==> src/rtl/controlador_jogadas.sv <==
// Round sequencer for the chess-square training game.
// Requests a square from the move generator, validates it (on the board and
// different from the previous target), presents it as the target, waits for
// the player's answer with a timeout and keeps score over N_RODADAS rounds.
// All outputs come straight from registers; the state-dependent ones are
// loaded from the next-state value so they line up with the state itself.
module controlador_jogadas #(
  parameter int N_RODADAS      = 8,
  parameter int TIMEOUT_CICLOS = 5000,
  parameter int MAX_TENTATIVAS = 4
) (
  input  logic       clock,
  input  logic       reset,
  input  logic       iniciar,
  input  logic [3:0] colunaGerada,
  input  logic [3:0] linhaGerada,
  input  logic       jogadaValida,
  input  logic [3:0] colunaJogador,
  input  logic [3:0] linhaJogador,
  output logic       novaJogada,
  output logic [3:0] colunaAlvo,
  output logic [3:0] linhaAlvo,
  output logic       alvoValido,
  output logic       acertou,
  output logic       errou,
  output logic       esgotou,
  output logic [3:0] pontos,
  output logic [3:0] rodada,
  output logic       fim,
  output logic [2:0] db_estado
);

  localparam int TW  = (TIMEOUT_CICLOS > 2) ? $clog2(TIMEOUT_CICLOS) : 1;
  localparam int TEW = $clog2(MAX_TENTATIVAS + 2);
  localparam logic [TW-1:0]  TIMER_MAX = TW'(TIMEOUT_CICLOS - 1);
  localparam logic [TEW-1:0] TENT_MAX  = TEW'(MAX_TENTATIVAS);
  localparam logic [3:0]     ULTIMA    = 4'(N_RODADAS);

  typedef enum logic [2:0] {
    INICIAL   = 3'd0,
    PEDE      = 3'd1,
    CAPTURA   = 3'd2,
    AGUARDA   = 3'd3,
    RESULTADO = 3'd4,
    FIM       = 3'd5
  } estado_t;

  estado_t state_r, next_s;

  logic [3:0]     col_alvo_r, lin_alvo_r, col_alvo_s, lin_alvo_s;
  logic [3:0]     prev_col_r, prev_lin_r, prev_col_s, prev_lin_s;
  logic [3:0]     pontos_r, rodada_r, pontos_s, rodada_s;
  logic [TEW-1:0] tent_r, tent_s;
  logic [TW-1:0]  timer_r, timer_s;
  logic           nova_r, valido_r, acertou_r, errou_r, esgotou_r, fim_r;
  logic           nova_s, valido_s, acertou_s, errou_s, esgotou_s, fim_s;
  logic           gerada_ok_s, acerto_s;

  // True when a coordinate lies on the 8x8 board (1..8).
  function automatic logic no_tabuleiro(input logic [3:0] v);
    return (v >= 4'd1) && (v <= 4'd8);
  endfunction

  // Next-state, datapath and output decisions for every state.
  always_comb begin
    next_s      = state_r;
    col_alvo_s  = col_alvo_r;
    lin_alvo_s  = lin_alvo_r;
    prev_col_s  = prev_col_r;
    prev_lin_s  = prev_lin_r;
    pontos_s    = pontos_r;
    rodada_s    = rodada_r;
    tent_s      = tent_r;
    timer_s     = timer_r;
    acertou_s   = 1'b0;
    errou_s     = 1'b0;
    esgotou_s   = 1'b0;
    gerada_ok_s = no_tabuleiro(colunaGerada) && no_tabuleiro(linhaGerada) &&
                  !((colunaGerada == prev_col_r) && (linhaGerada == prev_lin_r));
    acerto_s    = (colunaJogador == col_alvo_r) && (linhaJogador == lin_alvo_r);
    case (state_r)
      INICIAL: begin
        if (iniciar) begin
          pontos_s = 4'd0;
          rodada_s = 4'd0;
          tent_s   = '0;
          next_s   = PEDE;
        end else begin
          next_s = INICIAL;
        end
      end
      PEDE: begin
        next_s = CAPTURA;
      end
      CAPTURA: begin
        if (gerada_ok_s) begin
          col_alvo_s = colunaGerada;
          lin_alvo_s = linhaGerada;
          prev_col_s = colunaGerada;
          prev_lin_s = linhaGerada;
          tent_s     = '0;
          timer_s    = '0;
          next_s     = AGUARDA;
        end else if (tent_r < TENT_MAX) begin
          tent_s = tent_r + 1'b1;
          next_s = PEDE;
        end else begin
          // Column moves off the previous one, so the square always changes.
          col_alvo_s = (prev_col_r % 4'd8) + 4'd1;
          lin_alvo_s = no_tabuleiro(linhaGerada) ? linhaGerada : 4'd1;
          prev_col_s = (prev_col_r % 4'd8) + 4'd1;
          prev_lin_s = no_tabuleiro(linhaGerada) ? linhaGerada : 4'd1;
          tent_s     = '0;
          timer_s    = '0;
          next_s     = AGUARDA;
        end
      end
      AGUARDA: begin
        if (jogadaValida) begin
          acertou_s = acerto_s;
          errou_s   = !acerto_s;
          rodada_s  = rodada_r + 4'd1;
          pontos_s  = acerto_s ? (pontos_r + 4'd1) : pontos_r;
          next_s    = RESULTADO;
        end else if (timer_r == TIMER_MAX) begin
          esgotou_s = 1'b1;
          rodada_s  = rodada_r + 4'd1;
          next_s    = RESULTADO;
        end else begin
          timer_s = timer_r + 1'b1;
        end
      end
      RESULTADO: begin
        if (rodada_r == ULTIMA) begin
          next_s = FIM;
        end else begin
          next_s = PEDE;
        end
      end
      FIM: begin
        if (iniciar) begin
          pontos_s = 4'd0;
          rodada_s = 4'd0;
          tent_s   = '0;
          next_s   = PEDE;
        end else begin
          next_s = FIM;
        end
      end
      default: begin
        next_s = INICIAL;
      end
    endcase
    nova_s   = (next_s == PEDE);
    valido_s = (next_s == AGUARDA);
    fim_s    = (next_s == FIM);
  end

  // State, datapath and registered outputs; reset clears everything at once.
  always_ff @(posedge clock or posedge reset) begin
    if (reset) begin
      state_r    <= INICIAL;
      col_alvo_r <= 4'd0;
      lin_alvo_r <= 4'd0;
      prev_col_r <= 4'd0;
      prev_lin_r <= 4'd0;
      pontos_r   <= 4'd0;
      rodada_r   <= 4'd0;
      tent_r     <= '0;
      timer_r    <= '0;
      nova_r     <= 1'b0;
      valido_r   <= 1'b0;
      acertou_r  <= 1'b0;
      errou_r    <= 1'b0;
      esgotou_r  <= 1'b0;
      fim_r      <= 1'b0;
    end else begin
      state_r    <= next_s;
      col_alvo_r <= col_alvo_s;
      lin_alvo_r <= lin_alvo_s;
      prev_col_r <= prev_col_s;
      prev_lin_r <= prev_lin_s;
      pontos_r   <= pontos_s;
      rodada_r   <= rodada_s;
      tent_r     <= tent_s;
      timer_r    <= timer_s;
      nova_r     <= nova_s;
      valido_r   <= valido_s;
      acertou_r  <= acertou_s;
      errou_r    <= errou_s;
      esgotou_r  <= esgotou_s;
      fim_r      <= fim_s;
    end
  end

  assign novaJogada = nova_r;
  assign colunaAlvo = col_alvo_r;
  assign linhaAlvo  = lin_alvo_r;
  assign alvoValido = valido_r;
  assign acertou    = acertou_r;
  assign errou      = errou_r;
  assign esgotou    = esgotou_r;
  assign pontos     = pontos_r;
  assign rodada     = rodada_r;
  assign fim        = fim_r;
  assign db_estado  = state_r;

endmodule
==> config.mk <==
export PLATFORM = sky130hd
export DESIGN_NAME = controlador_jogadas
export DESIGN_NICKNAME = d
export VERILOG_FILES = /design/src/rtl/controlador_jogadas.sv
export SDC_FILE = /design/constraint.sdc
export NUM_CORES = 1
export LEC_CHECK = 0
export BUFFER_PORTS_ARGS = -buffer_cell sky130_fd_sc_hd__buf_2
export CAP_MARGIN = 5
export CORE_UTILIZATION = 59
export DETAILED_ROUTE_END_ITERATION = 16
export GPL_TIMING_DRIVEN = 0
export PLACE_DENSITY_LB_ADDON = 0.25
export SETUP_SLACK_MARGIN = 0.02
export SLEW_MARGIN = 20
export SYNTH_ARGS = -nofsm -noshare
export SYNTH_HDL_FRONTEND = slang
export SYNTH_SLANG_ARGS = --single-unit
==> constraint.sdc <==
create_clock -name clock -period 4.7 [get_ports clock]
set_input_delay 0.94 -clock clock [delete_from_list [all_inputs] [get_ports clock]]
set_output_delay 0.94 -clock clock [all_outputs]
set_load 0.05 [all_outputs]
==> out/results.ini, run 1 <==
[run_status]
status=finished clean

[min_path]
min_from=rodada[3]
min_delay_worst_endpoint=rodada[3]
hold_depth=1
hp-class=flip-flop to flip-flop

[route]
viasPerCell=5.568
drt_iter0_markers=144
ant_nets=0
first_pass_iters=4
wire_per_inst_um=14.88
finalWirelength_um=4998
vias=1871
drc=0

[clocking]
cts_root_buf=clkbuf_8
clk-insertion-delay-late_ns=0.29
cts_tree=yes
clockBufferDepth=2
clkTransAtPathRegs_ns=0.07
numCtsBuffers=5
cts.repair.resized=0
ctsHoldBuffers=0
post_cts_buffers=0
clock-sinks=41
htree_levels=2

[placement]
gp_congestion=0.8165
portBuffers=44
dp.cells=330
dp_hpwl_um=3871

[synthesis]
postSynthCellCount=237
synth_edf_count=0
syn_avg_cell_area_um2=10.06
yosysMostFrequentCell=dfrtp_1
synth-main-ff-cell=dfrtp_1
synth_nets=263
synthTopCellsByArea=dfrtp_1 43%, xnor2_1 10%, nor2_1 4.1%
synth_top_area_cell=dfrtp_1
netlist_top_cells_count=41 x dfrtp_1, 28 x xnor2_1, 26 x nor2_1, 16 x nand2_1, 16 x nand3_1
ys_seq_area_share_pct=43.04
synthArstFlopShare_pct=100.0
ys_warn_count=0
yosysUniqueCellTypes=47
ys_ff_latch=41
synth.top_cell.area_share_pct=43.04
syn-cell-area_mm2=0.002384

[layout]
num-fill-cells=289
final_cells=336
antenna_cells=0
num-nets-final=315
syn_to_final_growth_pct=16.01
drive_gt1_share_pct=28.47

[floorplan]
io-pin-count=45
die_x_um=65.56
die_area_mm2=0.004298
num_rows=22
coreArea_mm2=0.003771
die_y_um=65.56
start_util_pct=63.21

[timing]
tightest_slew_ns=0.6797
fin_skew_ns=0.005754
max_clock_freq_ghz=0.4173
finalCriticalPeriod_ns=2.397
slew_headroom_pct=54.49
finalSetupViolations=0
rsz0062_at_grt=no
setup_tns_ns=0
post-route-period-util_pct=50.99
drv_slew=0
final_hold_viol_count=0

[critical_path]
crit_type=input pin to flip-flop
end_kind=flip-flop
ff2ff_path_depth=8
rrSetupSlack_ns=2.57
arrival_ns=2.57
cp.required_ns=4.87
cp_max_fo=10
r2r_end=novaJogada
r2r-start=timer_r[0]
start_kind=input pin

[power]
p_leak_nw=1.260
ir_worst_vdd_uv=367.7
p_per_area_mw_per_mm2=492.3

[global_routing]
grt_overflow=0
grt_max_degree=22
grt_pass1_vias=1803
grt_pass1_wl_um=8424
grt_usage_pct=26.18
antenna_found_initial=0

[run]
maxCapViolCount=0

-- stage by stage --
stage	hold WS, ns	utilization [%]	total power, mW	cell area (um^2)	setup slack, ns
6_report	0.5215	73.32	1.361	2765	2.303
5_1_grt	0.5363	73.32	1.441	2765	2.189
4_1_cts	0.5225	73.32	1.365	2765	2.362
3_5_place_dp	0.5103	71.37	1.159	2691	2.078
3_3_place_gp	0.4756	70.64	1.137	2664	2.101
2_1_floorplan	0.4574	-	1.003	2384	2.397
-- registers in the layout (all words and copies together), names as in the netlist --
signal,flops
tent_r,3
alvoValido,1
novaJogada,1
timer_r,13
prev_lin_r,4
db_estado,3
rodada,4
acertou,1
prev_col_r,4
esgotou,1
errou,1
fim,1
pontos,4
-- critical path: stages --
cell and delay [ns]:
buf_2 0.12, nor3_1 0.31, xnor2_1 0.24, o211ai_2 0.21, buf_6 0.19, a21oi_2 0.21
buf_2 0.27, nor2_1 0.08
-- how the worst max path moves through the flow --
stage                   start       endpoint  slack, ns  cells after the start
5_1_grt        linhaGerada[2]     timer_r[7]       2.19                      8
6_report       linhaGerada[2]     timer_r[4]       2.30                      8
3_3_place_gp   linhaGerada[2]     timer_r[4]       2.10                      8
2_1_floorplan  linhaGerada[2]  prev_lin_r[0]       2.40                      6
3_5_place_dp   linhaGerada[2]     timer_r[4]       2.08                      8
4_1_cts        linhaGerada[2]    timer_r[10]       2.36                      8
-- cells by family (layout without fill, tap and decap cells) --
kind of cell / after synthesis / after routing / share of synthesized area [%]
multiplexers: 6 / 6 / 2.677
XOR/XNOR: 32 / 32 / 11.76
AND/OR/NAND/NOR: 97 / 97 / 23.15
buffers and inverters: 24 / 75 / 5.722
AO/OA/AOI/OAI: 31 / 31 / 10.50
adder cells (fa/ha/maj): 6 / 6 / 3.150
flip-flops: 41 / 41 / 43.04
-- cell usage in the layout, fill, tap and decap left out, types with 3 or more instances in the layout --
master | Yosys | routed
nor2_1 | 26 | 26
xor2_1 | 4 | 4
nor3_2 | 5 | 5
xnor2_1 | 28 | 28
o211ai_1 | 3 | 3
nand4_1 | 6 | 6
nand2b_1 | 5 | 5
dfrtp_1 | 41 | 41
buf_6 | 5 | 5
mux2i_1 | 3 | 3
nor3_1 | 5 | 5
o31ai_1 | 4 | 4
clkbuf_8 | 0 | 5
inv_1 | 12 | 11
nand3_1 | 16 | 16
nand2_1 | 16 | 16
ha_1 | 6 | 6
a21oi_1 | 3 | 3
o21ai_0 | 5 | 5
buf_2 | 4 | 48
-- final cells by class --
class | instances | area, um^2 | share of cell area [%]
Inverter | 12 | 45.04 | 1.629
Sequential cell | 41 | 1026 | 37.10
Timing Repair Buffer | 45 | 247.7 | 8.959
Multi-Input combinational cell | 172 | 1221 | 44.16
Tap cell | 48 | 60.06 | 2.172
Clock inverter | 1 | 5.005 | 0.1810
Buffer | 12 | 91.34 | 3.303
Clock buffer | 5 | 68.82 | 2.489
-- report_power, final --
| part | internal, mW | leakage, nW | switching [mW] |
|---|---|---|---|
| Sequential | 0.424 | 0.548 | 0.0884 |
| Combinational | 0.211 | 0.672 | 0.429 |
| Clock | 0.0976 | 0.0399 | 0.111 |
-- routing by layer --
layer | global-route usage, % | up-vias | share of wire, %
met5 | 0 | - | 0
met4 | 7.609 | 0 | 1.4
met3 | 3.646 | 9 | 3.4
met2 | 44.33 | 43 | 50
met1 | 34.71 | 896 | 45
li1 | - | 923 | -
Power figures use the tool's default switching activity.
==> run 2: changes to the inputs <==
--- a/config.mk
+++ b/config.mk
@@ -7,7 +7,7 @@
 export LEC_CHECK = 0
 export BUFFER_PORTS_ARGS = -buffer_cell sky130_fd_sc_hd__buf_2
 export CAP_MARGIN = 5
-export CORE_UTILIZATION = 59
+export CORE_UTILIZATION = 50
 export DETAILED_ROUTE_END_ITERATION = 16
 export GPL_TIMING_DRIVEN = 0
 export PLACE_DENSITY_LB_ADDON = 0.25
==> constraint.sdc (replaced) <==
create_clock -name clock -period 2.05 [get_ports clock]
set_input_delay 0.41 -clock clock [delete_from_list [all_inputs] [get_ports clock]]
set_output_delay 0.41 -clock clock [all_outputs]
set_load 0.05 [all_outputs]
==> out/results.ini, run 2 (synthesis results as in run 1) <==
[run_status]
status=finished, violations left
violations=design-rule violations

[clocking]
clkTransAtPathRegs_ns=0.08
cts_root_buf=clkbuf_8
numCtsBuffers=5
clock-sinks=41
clk-insertion-delay-late_ns=0.30
cts_tree=yes
htree_levels=2
ctsHoldBuffers=0
clockBufferDepth=2

[global_routing]
grt_overflow=0
grt_usage_pct=21.53
grt_max_degree=34
grt_pass1_wl_um=8424
antenna_found_initial=0
grt_pass1_vias=1817

[floorplan]
die_x_um=71.05
coreArea_mm2=0.004474
die_area_mm2=0.005047
start_util_pct=53.27
die_y_um=71.05
num_rows=24
io-pin-count=45

[critical_path]
start_kind=flip-flop
cp_max_fo=9
r2r-start=timer_r[0]
ff2ff_path_depth=8
end_kind=flip-flop
r2r_end=novaJogada
rrSetupSlack_ns=0.1
crit_type=flip-flop to flip-flop
cp.required_ns=2.23
arrival_ns=2.14

[route]
ant_nets=0
first_pass_iters=11
drt_iter0_markers=102
finalWirelength_um=4899
drc=6
viasPerCell=5.526
vias=1890
wire_per_inst_um=14.32

[layout]
multiInputGateArea_mm2=0.001256
antenna_cells=0
num-nets-final=315
regMostFlops=timer_r
drive_gt1_share_pct=30.00
final_cells=342
post-route-cell-area_mm2=0.002825
seq_area_mm2=0.001026
final_common_cell=buf_2
syn_to_final_growth_pct=18.53
num-fill-cells=373
largest_reg_flops=13
final_cell_mix=48 x buf_2, 41 x dfrtp_1, 28 x xnor2_1, 26 x nor2_1
utilization_pct=63.14

[timing]
fin_skew_ns=0.005308
post-route-period-util_pct=95.35
slew_headroom_pct=51.62
tightest_slew_ns=0.7226
drv_slew=0
max_clock_freq_ghz=0.5116
rsz0062_at_grt=yes
setup_tns_ns=0
finalSetupViolations=0
finalCriticalPeriod_ns=1.955
final_hold_viol_count=0

[power]
ir_worst_vdd_uv=853.8
fin_total_pwr_mw=3.264
p_leak_nw=1.274
p_per_area_mw_per_mm2=1155

[run]
maxCapViolCount=0

[min_path]
hp-class=input pin to async pin

[placement]
dp.cells=334
portBuffers=44
dp_hpwl_um=3545
post_dp_cell_area_mm2=0.002689
gp_congestion=0.7881

run 2: layout make-up:
type	count	share of cell area [%]
multi-input cells	172	44.46
flip-flops and latches	41	36.32
repair buffers	45	8.503
clock buffers	7	3.410
plain buffers	12	3.233
well taps	52	2.303
inverters	12	1.594
clock inverters	1	0.1771
run 2: worst max-delay path: stages (launching register included):
cell,delay (ns)
dfrtp_1,0.41
ha_2,0.22
and4_4,0.18
buf_6,0.12
a31oi_2,0.19
nand2b_1,0.12
buf_4,0.16
o21ai_2,0.09
a2111oi_4,0.34
run 2: what timing repair did:
action | in CTS | in global routing
gates resized for setup | 1 | 4
setup buffers | 0 | 0
setup endpoints to repair | 1 | 3
run 2: power by group:
| part | internal [mW] | switching, mW |
|---|---|---|
| sequential | 0.973 | 0.183 |
| combinational | 0.505 | 1.02 |
| clock | 0.304 | 0.284 |
run 2: layer usage:
layer	vias to the layer above	wire, um	global-route usage [%]	part of all wire, %
met5	-	0	0	0
met4	0	65	7.778	1.3
met3	7	217	4.843	4.4
met2	48	2233	34.29	46
met1	907	2383	28.94	49
li1	928	-	-	-
run 2: how the worst max path moves through the flow:
| stage | startpoint | to | slack [ns] | depth (start not counted) |
|---|---|---|---|---|
| after global placement | linhaGerada[2] | prev_lin_r[0] | 0.03 | 7 |
| after CTS | timer_r[0] | novaJogada | 0.04 | 8 |
| after detailed placement | linhaGerada[2] | timer_r[2] | -0.003 | 8 |
| after global routing | timer_r[0] | novaJogada | -0.01 | 8 |
| after floorplan | prev_col_r[2] | prev_lin_r[0] | 0.09 | 7 |
| final | timer_r[0] | novaJogada | 0.1 | 8 |
run 2: per-stage QoR:
stage          worst slack, ns  hold slack, ns
4_1_cts                0.04051         0.01653
3_5_place_dp         -0.002981          0.3383
2_1_floorplan          0.09462          0.4574
6_report               0.09526        0.009875
3_3_place_gp           0.02520          0.4820
5_1_grt               -0.01099         0.01256
